===== config.mk =====
export PLATFORM = sky130hd
export DESIGN_NAME = mem_arbiter
export DESIGN_NICKNAME = d
export VERILOG_FILES = /design/src/rtl/mem_arbiter.sv
export SDC_FILE = /design/constraint.sdc
export NUM_CORES = 1
export LEC_CHECK = 0
export CORE_MARGIN = 2
export CORE_UTILIZATION = 45
export CTS_BUF_LIST = sky130_fd_sc_hd__clkbuf_8
export DETAILED_ROUTE_END_ITERATION = 12
export HOLD_SLACK_MARGIN = 0.06
export PLACE_DENSITY = 0.85
export SETUP_SLACK_MARGIN = 0.3
export SYNTH_ARGS = -nofsm -noshare
export SYNTH_HDL_FRONTEND = slang
export SYNTH_SLANG_ARGS = --single-unit

===== constraint.sdc =====
create_clock -name clk -period 5.4 [get_ports clk]
set_clock_uncertainty 0.05 [all_clocks]
set_input_delay 0.81 -clock clk [delete_from_list [all_inputs] [get_ports clk]]
set_output_delay 0.81 -clock clk [all_outputs]
set_load 0.01 [all_outputs]

===== src/rtl/mem_arbiter.sv =====
// Arbitrates three requesters (loader, data, fetch) onto one single-port memory.
// One access at a time: IDLE -> ISSUE -> WAIT -> ACK, with fixed read latency MEM_LAT.
module mem_arbiter #(
   parameter int unsigned ADDR_W     = 8,
   parameter int unsigned DATA_W     = 8,
   parameter int unsigned MEM_LAT    = 1,
   parameter int unsigned MAX_CONSEC = 4
) (
   input  logic              clk,
   input  logic              rst,
   input  logic [2:0]        req_i,
   input  logic [2:0]        we_i,
   input  logic [ADDR_W-1:0] addr0_i,
   input  logic [ADDR_W-1:0] addr1_i,
   input  logic [ADDR_W-1:0] addr2_i,
   input  logic [DATA_W-1:0] wdata0_i,
   input  logic [DATA_W-1:0] wdata1_i,
   input  logic [DATA_W-1:0] wdata2_i,
   output logic [2:0]        ack_o,
   output logic [DATA_W-1:0] rdata_o,
   output logic              busy_o,
   output logic              mem_en,
   output logic              mem_we,
   output logic [ADDR_W-1:0] mem_addr,
   output logic [DATA_W-1:0] mem_wdata,
   input  logic [DATA_W-1:0] mem_rdata
);

   localparam int unsigned       LatW    = $clog2(MEM_LAT + 1);
   localparam int unsigned       ConsW   = $clog2(MAX_CONSEC + 1);
   localparam logic [LatW-1:0]   LatLast = LatW'(MEM_LAT);
   localparam logic [ConsW-1:0]  ConsMax = ConsW'(MAX_CONSEC);

   typedef enum logic [1:0] {StIdle, StIssue, StWait, StAck} state_e;

   state_e            state_q, state_d;
   logic [LatW-1:0]   lat_q, lat_d;
   logic [ConsW-1:0]  consec_q, consec_d;
   logic [2:0]        last_q, last_d;
   logic [2:0]        grant_q, grant_d;
   logic              we_q, we_d;
   logic [ADDR_W-1:0] addr_q, addr_d;
   logic [DATA_W-1:0] wdata_q, wdata_d;
   logic [DATA_W-1:0] rdata_q, rdata_d;
   logic [2:0]        other_req;
   logic [2:0]        elig;
   logic [2:0]        win;

   // Fixed priority loader > data > fetch, with the last winner masked once it has
   // used up its consecutive-grant allowance and someone else is waiting.
   always_comb begin
      other_req = req_i & ~last_q;
      elig      = req_i;
      if (consec_q == ConsMax && other_req != 3'b000) begin
         elig = other_req;
      end
      win = 3'b000;
      if (elig[0]) begin
         win = 3'b001;
      end else if (elig[1]) begin
         win = 3'b010;
      end else if (elig[2]) begin
         win = 3'b100;
      end
   end

   always_comb begin
      state_d  = state_q;
      lat_d    = lat_q;
      consec_d = consec_q;
      last_d   = last_q;
      grant_d  = grant_q;
      we_d     = we_q;
      addr_d   = addr_q;
      wdata_d  = wdata_q;
      rdata_d  = rdata_q;
      unique case (state_q)
         StIdle: begin
            if (req_i != 3'b000) begin
               grant_d = win;
               last_d  = win;
               we_d    = |(we_i & win);
               if (win[0]) begin
                  addr_d  = addr0_i;
                  wdata_d = wdata0_i;
               end else if (win[1]) begin
                  addr_d  = addr1_i;
                  wdata_d = wdata1_i;
               end else begin
                  addr_d  = addr2_i;
                  wdata_d = wdata2_i;
               end
               if (win != last_q) begin
                  consec_d = ConsW'(1);
               end else if (consec_q != ConsMax) begin
                  consec_d = consec_q + ConsW'(1);
               end
               state_d = StIssue;
            end
         end
         StIssue: begin
            lat_d   = LatW'(1);
            state_d = StWait;
         end
         StWait: begin
            if (lat_q == LatLast) begin
               if (!we_q) begin
                  rdata_d = mem_rdata;
               end
               state_d = StAck;
            end else begin
               lat_d = lat_q + LatW'(1);
            end
         end
         StAck: begin
            state_d = StIdle;
         end
         default: begin
            state_d = StIdle;
         end
      endcase
   end

   always_comb begin
      mem_en    = (state_q == StIssue);
      mem_we    = (state_q == StIssue) && we_q;
      ack_o     = (state_q == StAck) ? grant_q : 3'b000;
      busy_o    = (state_q != StIdle);
      rdata_o   = rdata_q;
      mem_addr  = addr_q;
      mem_wdata = wdata_q;
   end

   always_ff @(posedge clk) begin
      if (rst) begin
         state_q  <= StIdle;
         lat_q    <= '0;
         consec_q <= '0;
         last_q   <= 3'b000;
         grant_q  <= 3'b000;
         we_q     <= 1'b0;
         addr_q   <= '0;
         wdata_q  <= '0;
         rdata_q  <= '0;
      end else begin
         state_q  <= state_d;
         lat_q    <= lat_d;
         consec_q <= consec_d;
         last_q   <= last_d;
         grant_q  <= grant_d;
         we_q     <= we_d;
         addr_q   <= addr_d;
         wdata_q  <= wdata_d;
         rdata_q  <= rdata_d;
      end
   end

endmodule


==> summary.txt <==
GRT
  – Largest net degree at the start of global routing: 36
  – Total GRT Usage: 22.4%
  – Vias in the first global route: 2034
  – Antenna violations before repair: 0
  – Grt ovf: 0
  – First-pass GRT wire length: 8870 um

Power
  – Clock share of power: 23.5%
  – Seq pwr share: 35.1%
  – Worst VDD drop: 0.173 mV
  – Leak: 1.18 nW
  – Cell internal pwr: 658 uW
  – P_sw: 342 uW
  – PwrDens: 340 mW/mm2
  – Switching share of power: 34.2%
  – Combinational share of power: 41.4%

CTS
  – Clock transition at path regs: 70 ps
  – Clock latency on the worst-skew pair: 290 ps
  – CTS Buf Count: 5
  – Post-CTS Resized: 0
  – CTS root buf: clkbuf_8
  – Clock sink total: 34
  – CTS Buffer Depth: 2
  – Number of setup buffers added after CTS: 0
  – CTS tree: done
  – CTS Hold Bufs: 0
  – H-tree depth: 2

Synth
  – Post-synthesis sequential area ratio: 35.4%
  – Avg Inst Size Synth: 8.31 um2
  – Syn Inst Count: 231
  – Post-synth cell types: 37
  – Synth warn: 0
  – Net Count, Synth: 302
  – Synth Cell Area: 0.00192 mm2
  – FF+latch count, synth: 34

Die
  – Core area: 0.00406 mm2
  – Starting Density: 47.3%
  – Chip height: 69.3 um
  – Die Width: 69.3 um
  – Num rows: 23
  – Die area: 0.00481 mm2
  – I/O pins: 94

Placement
  – Final HPWL DP: 3890 um
  – Placed insts: 357
  – Port Buffers: 93
  – GP Congestion: 0.753
  – Place WS: 1940 ps

STA
  – Setup tns final: 0 ps
  – Hold_ws: 441 ps
  – Fin crit period: 3220 ps
  – Fin. max-slew vios: 0
  – Period utilization: 59.6%
  – Worst setup slack after layout: 2180 ps
  – Slew headroom: 27.6%
  – Slew @ Worst Pin: 1080 ps
  – FMAX: 310 MHz
  – Final-report hold violation count: 0
  – Unrepaired setup endpoints after global routing: false
  – Endpoints failing setup: 0

Drt
  – Vias per std cell: 5.59
  – Router iterations before antenna repair: 4
  – Routed WL per cell: 14.7 um
  – DRT antenna net count: 0
  – DRC: 0
  – Vias: 2039
  – Drt first-iter violations: 109
  – Wirelength, routed: 5360 um

Finish
  – Final nets: 385
  – Core Util, Final: 72.6%
  – Finished Layout Cells: 365
  – Share of layout cells above drive strength 1: 3.81%
  – Area grow syn2layout: 53.3%
  – Diodes inserted: 0

Worst setup path
  – CP Capture Type: flip-flop
  – CP Max Fanout: 25
  – Worst setup path class: input port to flip-flop
  – Critical Path AT: 3390 ps
  – CP Launch Point: req_i[1]
  – Reg2Reg Setup Slack: 3080 ps
  – Worst r2r path cells: 7
  – Worst R2R End: mem_wdata[7]$_SDFFE_PP0P_
  – Setup crit start kind: input port
  – Reg2reg start: consec_q[0]$_SDFFE_PP0P_
  – Worst Path Required: 5570 ps

Hold path
  – Hold path cells: 2
  – Hold endpoint: mem_wdata[2]$_SDFFE_PP0P_
  – Hold_sp: mem_wdata[2]$_SDFFE_PP0P_
  – Hold Crit Class: flip-flop to flip-flop

Status
  – Status: completed

Flow run
  – Max Cap Violations: 0
==> worst max-delay path, cell delays in order <==
cell             delay (ps)
clkdlybuf4s50_1         820
nor3_2                  470
nand2b_1                760
a21oi_1                 130
a41o_1                  280
a21oi_1                 100
==> layout make-up <==
type | instances | area [um2]
Inverter | 7 | 26.3
Sequential cell | 34 | 681
Timing Repair Buffer | 93 | 931
Clock inverter | 3 | 45.0
Clock buffer | 5 | 68.8
Multi-Input combinational cell | 173 | 1130
Tap cell | 50 | 62.6
Fill cell | 341 | 1110
==> layer usage <==
| metal | GRT usage (%) | part of all wire [%] | vias to the layer above |
|---|---|---|---|
| met1 | 24.8 | 39 | 949 |
| met2 | 40.6 | 53 | 81 |
| li1 | - | - | 1005 |
| met4 | 6.10 | 0.71 | 0 |
| met5 | 0 | 0 | - |
| met3 | 7.41 | 7.7 | 4 |
==> layout by cell type (no fill, tap or decap), drive strengths merged <==
cell type	instances
nor2b	1
nor3	3
a32oi	1
and3	16
clkdlybuf4s50	93
nor2	33
o21ai	3
and2	5
nand3b	19
a21oi	10
a211oi	17
clkbuf	5
dfxtp	34
clkinvlp	2
a31oi	2
a41oi	1
o211ai	1
mux2i	8
bufinv	1
or3	2
nand2	10
o21bai	1
nand2b	4
nor4bb	1
a221oi	1
ha	7
nand3	3
nand4	3
a41o	2
a21o	3
inv	7
o31ai	16
==> power groups by stage <==
stage               sequential (mW)  combinational, mW  clock (mW)
floorplan                     0.367              0.215           0
global placement              0.354              0.405           0
detailed placement            0.357              0.412           0
CTS                           0.351              0.419       0.238
global route                  0.358              0.455       0.253
finish                        0.351              0.414       0.235
==> through the flow <==
stage	area [um2]	power (mW)
after floorplan	1920	0.582
after global placement	2830	0.759
after detailed placement	2830	0.769
after CTS	2940	1.01
after global routing	2940	1.07
final	2940	1.00
==> cell usage after synthesis <==
library cell / instances / area (um2)
a31oi_1: 2 / 12.5
a21o_1: 3 / 22.5
and2_1: 4 / 25.0
inv_1: 7 / 26.3
o21ai_0: 2 / 10.0
nor3_2: 1 / 10.0
dfxtp_1: 34 / 681
nand3b_1: 19 / 143
nand3_2: 1 / 10.0
buf_6: 1 / 11.3
ha_1: 7 / 87.6
clkbuf_1: 8 / 30.0
a32oi_1: 1 / 8.76
and2_4: 1 / 8.76
a221oi_1: 1 / 8.76
nand2_2: 1 / 6.26
nand2b_1: 4 / 25.0
a21oi_1: 10 / 50.1
nor2_1: 33 / 124
mux2i_1: 8 / 80.1
nor3_1: 2 / 10.0
o21ai_1: 1 / 5.00
buf_2: 7 / 35.0
or3_1: 2 / 12.5
nand4_1: 3 / 18.8
buf_4: 1 / 7.51
nor2b_1: 1 / 6.26
a41o_1: 2 / 20.0
o211ai_1: 1 / 7.51
and3_1: 16 / 100
o31ai_1: 16 / 120
o21bai_1: 1 / 7.51
nand2_1: 9 / 33.8
a41oi_1: 1 / 8.76
a211oi_1: 17 / 128
nor4bb_1: 1 / 10.0
nand3_1: 2 / 10.0
==> worst max path at each step <==
stage                               endpoint  depth (start not counted)  slack (ps)
floorplan           mem_addr[0]$_SDFFE_PP0P_                          7        3340
global placement    consec_q[0]$_SDFFE_PP0P_                          6        2020
detailed placement  consec_q[0]$_SDFFE_PP0P_                          6        1940
CTS                 consec_q[0]$_SDFFE_PP0P_                          6        2190
global route        consec_q[0]$_SDFFE_PP0P_                          6        1930
finish              consec_q[0]$_SDFFE_PP0P_                          6        2180
==> flip-flops by register name, summed over array words and instances, names as in the netlist <==
signal and flops:
mem_addr 8, mem_wdata 8, rdata_o 8, consec_q 3, grant_q 3, state_q 2, lat_q 1, we_q 1
==> cells by family (layout without fill, tap and decap cells) <==
kind of cell	Yosys count	in the layout	share of synthesized area, %
mux	8	8	4.17
flops	34	34	35.4
buf+inv	24	108	5.73
simple gates	100	100	28.8
fa+ha+maj	7	7	4.56
compound gates	58	58	21.3
No activity file was read; power rests on OpenSTA's default activity.
==> RTL change, RTL diff (same flow settings) <==
Make the reset (`rst`) asynchronous in one clocked block.
--- a/src/rtl/mem_arbiter.sv
+++ b/src/rtl/mem_arbiter.sv
@@ -132,5 +132,5 @@
    end
 
-   always_ff @(posedge clk) begin
+   always_ff @(posedge clk or posedge rst) begin
       if (rst) begin
          state_q  <= StIdle;
Behaviour: differs if rst is asserted again (counterexample within 4 cycles, from zero or initial values and one cycle with rst high); with rst held inactive, the same outputs for 10 cycles.
==> RTL change against the unedited design <==
Power rose by 33%; setup slack improved by 0.30 ns; sequential power rose by 32%; wire length fell by 8.1%; area after synthesis rose by 0.91%; final cell count fell by 3.8%; via count fell by 11%; design area rose by 0.51%; utilization fell by 0.14 points; sequential cell count did not move.
==> RTL change: results <==
export IMPL_status="complete, no violations"
export IMPL_worst_path_max_delay_cell="o21ai_2"
export IMPL_grt_pass1_vias=1743
export IMPL_postSynthCellCount=211
export IMPL_seq_power_share_pct=35.0
export IMPL_dp_hpwl_um=3698
export IMPL_critPathLaunch="req_i[2]"
export IMPL_ir_drop_mv=0.2714
export IMPL_grt_pass1_wl_um=8259
export IMPL_dp_cells=344
export IMPL_regToRegStartpoint="consec_q[0]"
export IMPL_drt_initial_drc_count=117
export IMPL_grt_usage_pct=21.18
export IMPL_whs_endpoint="mem_addr[4]"
export IMPL_fin_nets=371
export IMPL_internal_power_mw=0.8489
export IMPL_crit_path_max_fanout=36
export IMPL_synth_fp_nets=281
export IMPL_fin_cells=351
export IMPL_gp_congestion=0.8006
export IMPL_gr_usage_met3_pct=5.378
export IMPL_grt_util_met2_pct=35.26
export IMPL_yosysUniqueCellTypes=36
export IMPL_cts_buffers=5
export IMPL_min_from="mem_addr[4]"
export IMPL_synth_compound_area_share_pct=20.85
export IMPL_yosys_area_share_adder_pct=3.873
export IMPL_yosys_top_cells_count="nand2_1 (36), dfrtp_1 (34), o21ai_0 (22)"
export IMPL_reg2reg_to="mem_addr[1]"
export IMPL_dr_wl_met2_um=2491
export IMPL_pg_clk_mw=0.169
export IMPL_grt_met1_usage_pct=26.92
export IMPL_slew_headroom_pct=24.73
export IMPL_min_path_cells=1
export IMPL_grt_max_degree=37
export IMPL_power_switching_mw=0.4791
export IMPL_synth_ff_type="dfrtp_1"
export IMPL_synthTopCellsByArea="dfrtp_1 (44%), nand2_1 (7.0%), o21ai_0 (5.7%), mux2_2 (4.6%), mux2i_1 (4.1%)"
export IMPL_met3_wirelength_um=307
export IMPL_fill_cells=312
export IMPL_ys_seq_area_share_pct=43.90
export IMPL_arrival_ns=3.07
export IMPL_synth_mux_area_share_pct=8.780
export IMPL_vias=1824
export IMPL_synth_xor_area_share_pct=0
export IMPL_drive_gt1_share_pct=7.309
export IMPL_dr_pass1_iters=5
export IMPL_finalWirelength_um=4921
## RTL change: critical path: cells and delay by family
kind	cells	cell delay (ns)
AOI/OAI and AO/OA	4	1.43
buffers and inverters	1	0.57
and+or+nand+nor	1	0.26
## RTL change: area by class of cell
cell class | count | area [um2] | share of cell area, %
multi-input combinational | 156 | 989.7 | 33.45
timing repair buffer | 95 | 945.9 | 31.97
sequential | 34 | 850.8 | 28.75
clock buffer | 5 | 68.82 | 2.326
tap | 50 | 62.56 | 2.114
inverter | 9 | 33.78 | 1.142
clock inverter | 2 | 7.507 | 0.2537
## RTL change: stage by stage
stage	setup WS, ns	hold WS [ns]	utilization [%]
after floorplan	3.157	0.4042	-
after global placement	2.296	0.4092	70.55
after detailed placement	2.237	0.4145	70.55
after CTS	2.514	0.4283	72.41
after global routing	2.257	0.4410	72.41
final	2.478	0.4229	72.41
## RTL change: logic make-up after synthesis
group | after synthesis
simple gates | 68
fa+ha+maj | 6
flops | 34
buf+inv | 21
compound gates | 66
mux | 16
